$ cat config.mk
export PLATFORM = sky130hd
export DESIGN_NAME = shift_rows_pipe
export DESIGN_NICKNAME = d
export VERILOG_FILES = /design/src/rtl/aes_pkg.sv /design/src/rtl/aes_sr_perm.sv /design/src/rtl/shift_rows_pipe.sv
export SDC_FILE = /design/constraint.sdc
export NUM_CORES = 1
export LEC_CHECK = 0
export ABC_AREA = 1
export BUFFER_PORTS_ARGS = -buffer_cell sky130_fd_sc_hd__buf_2
export CAP_MARGIN = 20
export CORE_MARGIN = 2
export CORE_UTILIZATION = 40
export CTS_CLUSTER_SIZE = 12
export DETAILED_ROUTE_END_ITERATION = 10
export MAX_ROUTING_LAYER = met4
export PLACE_DENSITY_LB_ADDON = 0.2
export SYNTH_ARGS = -nofsm -noshare
export SYNTH_HDL_FRONTEND = slang
export SYNTH_SLANG_ARGS = --single-unit
$ cat constraint.sdc
create_clock -name clk -period 6.8 [get_ports clk]
set_input_delay 1.02 -clock clk [delete_from_list [all_inputs] [get_ports clk]]
set_output_delay 1.02 -clock clk [all_outputs]
set_load 0.01 [all_outputs]
$ cat src/rtl/aes_pkg.sv
// ---------------------------------------------------------------------------
// aes_pkg
//   Shared constants and helpers for the AES/Rijndael ShiftRows datapath.
//   - BYTE_W / NROWS / WORD_W : state geometry (4 rows of bytes per column)
//   - sr_off(nb, row)         : per-row rotation of ShiftRows for block width nb
//   - nb_legal(nb)            : true for the Rijndael widths handled here (4/6/8)
//   - byte_msb(nb, row, col)  : MSB bit index of byte s(row,col) in a packed state
//                               (column-major, s(0,0) at the MSB)
// ---------------------------------------------------------------------------
package aes_pkg;

  localparam int BYTE_W = 8;
  localparam int NROWS  = 4;
  localparam int WORD_W = NROWS * BYTE_W;

  // Rijndael row offsets: widths 4 and 6 rotate row r by r; width 8 uses {0,1,3,4}.
  function automatic int sr_off(input int nb, input int row);
    int off;
    off = 0;
    if (nb == 8) begin
      case (row)
        0:       off = 0;
        1:       off = 1;
        2:       off = 3;
        3:       off = 4;
        default: off = 0;
      endcase
    end else begin
      off = row;
    end
    return off;
  endfunction

  function automatic bit nb_legal(input int nb);
    return (nb == 4) || (nb == 6) || (nb == 8);
  endfunction

  function automatic int byte_msb(input int nb, input int row, input int col);
    return WORD_W * nb - 1 - BYTE_W * (NROWS * col + row);
  endfunction

endpackage

$ cat src/rtl/aes_sr_perm.sv
// ---------------------------------------------------------------------------
// aes_sr_perm
//   Combinational ShiftRows / InvShiftRows byte permutation for a Rijndael
//   state of NB 32-bit columns. Pure wiring plus one 2:1 mux per bit, so it
//   can be dropped into key-schedule or debug paths as well.
// Parameters
//   NB    number of state columns; 4, 6 or 8
// Ports
//   inv   in   1        0 = ShiftRows, 1 = InvShiftRows
//   din   in   32*NB    input state, column-major, s(0,0) at the MSB
//   dout  out  32*NB    permuted state
// ---------------------------------------------------------------------------
module aes_sr_perm
  import aes_pkg::*;
#(
  parameter int NB = 4
) (
  input  logic                 inv,
  input  logic [WORD_W*NB-1:0] din,
  output logic [WORD_W*NB-1:0] dout
);

  localparam int W = WORD_W * NB;

  logic [W-1:0] fwd;
  logic [W-1:0] bwd;

  if (!nb_legal(NB)) begin : g_bad_nb
    $error("aes_sr_perm: NB must be 4, 6 or 8");
  end

  // Both directions are built as fixed wiring; the mode only selects between them,
  // so switching direction per beat costs no extra logic depth beyond the mux.
  for (genvar r = 0; r < NROWS; r++) begin : g_row
    for (genvar c = 0; c < NB; c++) begin : g_col
      localparam int OFF  = sr_off(NB, r);
      localparam int FSRC = (c + OFF) % NB;
      localparam int BSRC = (c - OFF + NB) % NB;
      assign fwd[byte_msb(NB, r, c) -: BYTE_W] = din[byte_msb(NB, r, FSRC) -: BYTE_W];
      assign bwd[byte_msb(NB, r, c) -: BYTE_W] = din[byte_msb(NB, r, BSRC) -: BYTE_W];
    end
  end

  assign dout = inv ? bwd : fwd;

endmodule

$ cat src/rtl/shift_rows_pipe.sv
// ---------------------------------------------------------------------------
// shift_rows_pipe
//   Pipelined ShiftRows / InvShiftRows stage with valid/ready flow control.
//   The permutation is applied combinationally in front of the first register;
//   STAGES elastic register slices follow, each carrying valid, tag and data.
//   A beat accepted in cycle t leaves in cycle t+STAGES when not stalled.
// Parameters
//   NB      state columns (4, 6 or 8)
//   STAGES  register slices, 1..4
//   TAG_W   sideband tag width
// Ports
//   clk, rst               clock, asynchronous active-high reset
//   flush                  synchronous clear of every in-flight beat
//   in_valid / in_ready    input handshake
//   in_inv                 per-beat direction (1 = inverse)
//   in_tag / in_data       input sideband and state
//   out_valid / out_ready  output handshake
//   out_tag / out_data     output sideband and permuted state
// ---------------------------------------------------------------------------
module shift_rows_pipe
  import aes_pkg::*;
#(
  parameter int NB     = 4,
  parameter int STAGES = 1,
  parameter int TAG_W  = 4
) (
  input  logic                 clk,
  input  logic                 rst,
  input  logic                 flush,
  input  logic                 in_valid,
  output logic                 in_ready,
  input  logic                 in_inv,
  input  logic [TAG_W-1:0]     in_tag,
  input  logic [WORD_W*NB-1:0] in_data,
  output logic                 out_valid,
  input  logic                 out_ready,
  output logic [TAG_W-1:0]     out_tag,
  output logic [WORD_W*NB-1:0] out_data
);

  localparam int W = WORD_W * NB;

  if ((STAGES < 1) || (STAGES > 4)) begin : g_bad_stages
    $error("shift_rows_pipe: STAGES must be in 1..4");
  end

  logic [W-1:0] perm_data;

  aes_sr_perm #(
    .NB (NB)
  ) u_perm (
    .inv  (in_inv),
    .din  (in_data),
    .dout (perm_data)
  );

  // Each slice is a single-entry elastic register. Its ready (load) depends only
  // on its own valid and the slice downstream, so the ready chain runs back from
  // out_ready combinationally and a full pipe still moves one beat per cycle.
  for (genvar k = 0; k < STAGES; k++) begin : g_stage
    logic             up_valid;
    logic [W-1:0]     up_data;
    logic [TAG_W-1:0] up_tag;
    logic             down_ready;
    logic             advance;
    logic             load;
    logic             v_q;
    logic [W-1:0]     d_q;
    logic [TAG_W-1:0] t_q;

    if (k == 0) begin : g_head
      assign up_valid = in_valid;
      assign up_data  = perm_data;
      assign up_tag   = in_tag;
    end else begin : g_body
      assign up_valid = g_stage[k-1].advance;
      assign up_data  = g_stage[k-1].d_q;
      assign up_tag   = g_stage[k-1].t_q;
    end

    if (k == STAGES - 1) begin : g_tail
      assign down_ready = out_ready;
    end else begin : g_mid
      assign down_ready = g_stage[k+1].load;
    end

    assign advance = v_q & down_ready;
    assign load    = ~v_q | advance;

    // Slice register: flush drops every valid bit (payload left stale); payload
    // is only written when a beat is actually taken.
    always_ff @(posedge clk or posedge rst) begin
      if (rst) begin
        v_q <= 1'b0;
        d_q <= '0;
        t_q <= '0;
      end else if (flush) begin
        v_q <= 1'b0;
      end else if (load) begin
        v_q <= up_valid;
        if (up_valid) begin
          d_q <= up_data;
          t_q <= up_tag;
        end
      end
    end
  end

  assign in_ready  = g_stage[0].load;
  assign out_valid = g_stage[STAGES-1].v_q;
  assign out_data  = g_stage[STAGES-1].d_q;
  assign out_tag   = g_stage[STAGES-1].t_q;

endmodule

# Yosys cells after proc, flatten, opt, wreduce, memory -nomap -nowiden
# Index checks and enable logic that the tools add are counted.
# W data, S select, Z words.
[totals]
register_bits = 133
output_inout_bits = 134
[op_classes]
n_mux = 3
n_bitwise = 4
reduce_logical = 2
[ops]
columns = ["operator", "n"]
rows = [
  ["$mux W120", 1],
  ["$reduce_and A3 Y1", 1],
  ["$mux W1", 2],
  ["$not A1 Y1", 2],
  ["$reduce_bool A2 Y1", 1],
  ["$and A1 B1 Y1", 1],
  ["$or A1 B1 Y1", 1],
]

# Depth between registers and ports, before layout
[depth]
depth_word = 4
mapped_depth = 7
mapped_depth_nobuf = 5

# Cells and area by module
# From an unflattened synthesis, not the netlist that was laid out.
[hier_totals]
cells_unflattened = 848
area_unflattened_um2 = 6538.8
[by_module_without_submodules]
columns = ["module", "n_inst", "cells_per_inst", "area_each_um2", "seq_area_each_um2"]
rows = [
  ["shift_rows_pipe", 1, 578, 5213.8, 3328.2],
  ["aes_sr_perm", 1, 270, 1325.0, 0.0],
]

# Worst setup path before layout
# Ideal clock, no wire load.
[synth_timing]
kind = "input to output"
start = "input out_ready"
end = "output in_ready"
t_arrival_ps = 1422
t_required_ps = 5780
slack_ps = 4358
path_stages = 3
n_path_buf = 1
cell_sequence = "inv_1 nand2_1 buf_2"
[synth_via]
elab_chain_cells = 2
[synth_lines]
columns = ["item", "line_no", "source"]
rows = [
  ["start: declaration", "shift_rows_pipe.sv:36", "input logic out_ready,"],
  ["$and A1 B1 Y1", "shift_rows_pipe.sv:87", "assign advance = v_q & down_ready;"],
  ["$or A1 B1 Y1", "shift_rows_pipe.sv:88", "assign load = ~v_q | advance;"],
  ["end: declaration", "shift_rows_pipe.sv:31", "output logic in_ready,"],
]
# Every way passes these cells.

# Worst setup path in the final report
# Same ends and word-level chain as after synthesis.

==> flow_metrics.tcl <==
set metrics [dict create \
    outcome "finished clean" \
    clk_latency_ps 410 \
    rsz0062_at_grt "no" \
    gr-total-overflow 0 \
    antenna_found_initial 0 \
    yosys.area.top_type "dfrtp_1" \
    post-synth-top-count-cell "nand2_1" \
    cap_violations 0 \
    drt_iter0_markers 251 \
    drv_slew 0 \
    initial_utilization_pct 41.2 \
    core-area_mm2 0.0146 \
    hold_viol 0 \
    avgSynthCellArea_um2 7.69 \
    crit_arrival_ps 2100 \
    synth_common_cells "nand2_1 (394), dfrtp_1 (133), inv_1 (68), nand3_1 (68), o21ai_0 (64)" \
    max_freq_mhz 321 \
    irDropWorstVdd_mv 0.181 \
    dp_hpwl_mm 11.1 \
    critical_path.cell_chain "buf_2 > inv_1 > nand2_2 > buf_4 > buf_2" \
    fin_crit_sh_pct 45.8 \
    wl_mm 16.3 \
    cts-buffers-inserted 17 \
    clock_skew_ps 8.09 \
    syn-cell-area_mm2 0.00601 \
    place_area_mm2 0.00740 \
    cts_sinks 133 \
    viasPerCell 4.62 \
    ys_warn_count 0 \
    worst_slew_pin_slew_ps 981 \
    drt-pass1-iter-count 5 \
    crit_path_start_kind "primary input" \
    nets 1166 \
    clkSlewWorstSetupHoldPaths_ps 50 \
    synth_top_area_share_pct 55.4 \
    grt_pass1_vias 5192 \
    fin_setup_tns_ps 0 \
    ctsHoldBuffers 0 \
    cts_max_level 4 \
    die_area_mm2 0.0160 \
    cp_max_fo 70 \
    clockBufferDepth 2 \
    setup_violations 0 \
    synth_area_leaders "dfrtp_1 (55%), nand2_1 (25%), nand3_1 (5.7%)" \
    critPathMostFrequentCell "buf_2" \
    ys_seq_area_share_pct 55.4 \
    drive_above_1_share_pct 29.5 \
    areaGrowthSynthToFinish_pct 32.2 \
    cts_resized 0 \
    die_y_um 127 \
    clockRootBuffer "clkbuf_16" \
    post_cts_buffers 0 \
    slowest_delay_ps 550 \
    antenna_cells 0 \
    powerDensity_mw_per_mm2 283 \
    cp_top_family "buffers and inverters" \
    required_ps 5780 \
    slew_headroom_pct 34.6 \
    hold_path.class "reg -> reg" \
    synth-seq-cells 133 \
    dr_total_vias 5646 \
    p_total_mw 2.25 \
    rows 44 \
    die-width_um 127 \
    path_buf_inv 4 \
    grt.total_usage_pct 21.0 \
    cts_tree "built" \
    grt_max_degree 129 \
    nFillCells 1459 \
    wl_per_cell_um 13.3 \
    synthArstFlopShare_pct 100 \
    num_io_pins 272 \
    finalCriticalPeriod_ps 3120 \
    routabilityCongestion 0.767 \
    synth-edff-count 0 \
    drt.antenna.violating_nets 0 \
    finalInstanceArea_mm2 0.00794 \
    power_leakage_nw 4.81 \
    drc 0 \
    grt_pass1_wl_mm 25.9 \
    ys.flop_type "dfrtp_1" \
    worstSetupPathType "in -> out" \
    synth_cells 781 \
    io_buffers 271 \
    synth_nets 919 \
    cp-end-kind "output pin" \
    critPathSlowestCell "buf_4" \
    ys_types 14 \
]
==> kinds of logic (layout without fill, tap and decap cells) <==
family | after synthesis | after routing | synth area share [%]
and+or+nand+nor | 466 | 466 | 30.8
DFF | 133 | 133 | 55.4
buffers and inverters | 117 | 375 | 8.33
AOI/OAI and AO/OA | 65 | 65 | 5.42
==> layer usage <==
metal / global-route usage [%] / part of all wire (%) / up-vias
met5: - / 0 / -
met4: 8.27 / 2.1 / 0
met3: 6.37 / 8.5 / 29
met2: 29.9 / 45 / 211
met1: 28.0 / 45 / 2524
li1: - / - / 2882
==> layout make-up <==
cell class | instances | area, um2 | share of cell area, %
tap | 184 | 230 | 2.90
sequential | 133 | 3330 | 41.9
timing repair buffer | 276 | 1400 | 17.6
clock buffer | 25 | 485 | 6.12
inverter | 69 | 264 | 3.33
clock inverter | 5 | 50.0 | 0.630
multi-input combinational | 531 | 2180 | 27.5
==> placed cells by master, fill, tap and decap left out, drive strengths merged <==
cell type	n
nand2	395
buf	276
dfrtp	133
inv	69
nand3	68
o21ai	64
clkbuf	25
clkinv	4
nor2	3
a21oi	1
bufinv	1
==> power by group <==
group / internal (mW) / total, mW / leakage, nW / switching (mW)
registers: 0.911 / 0.970 / 1.66 / 0.0595
clock network: 0.525 / 0.837 / 0.267 / 0.312
logic: 0.175 / 0.439 / 2.89 / 0.264
total: 1.61 / 2.25 / 4.81 / 0.635
==> registers in the layout, summed over array words and instances, names as in the netlist <==
signal     flops
out_data     128
out_tag        4
out_valid      1
==> stage by stage <==
stage               worst slack [ps]  hold WS, ps  std cells  util (%)
floorplan                       2230          507        781         -
global placement                3690          450       1193      50.7
detailed placement              3710          453       1193      50.7
CTS                             3700          467       1223      54.4
global route                    3630          476       1223      54.4
finish                          3680          460       1223      54.4
==> worst paths after layout <==
path / start / endpoint / slack, ps / cells past startpoint
setup / recovery: out_ready / in_ready / 3680 / 5
hold / removal: out_data[94]$_DFFE_PP0P_ / out_data[94]$_DFFE_PP0P_ / 460 / 2
setup reg to reg: out_valid$_DFFE_PP0P_ / out_data[68]$_DFFE_PP0P_ / 4750 / 5
hold reg to reg: out_data[94]$_DFFE_PP0P_ / out_data[94]$_DFFE_PP0P_ / 460 / 2
max in group asynchronous: rst / out_data[65]$_DFFE_PP0P_ / 4860 / 3
min in group asynchronous: rst / out_data[5]$_DFFE_PP0P_ / 740 / 2
==> worst min-delay path: stages, from the launching register on <==
cell and delay (ps):
dfrtp_1 330, nand2_1 50, nand2_1 50
Note: power is estimated with default switching activity, not from simulation.
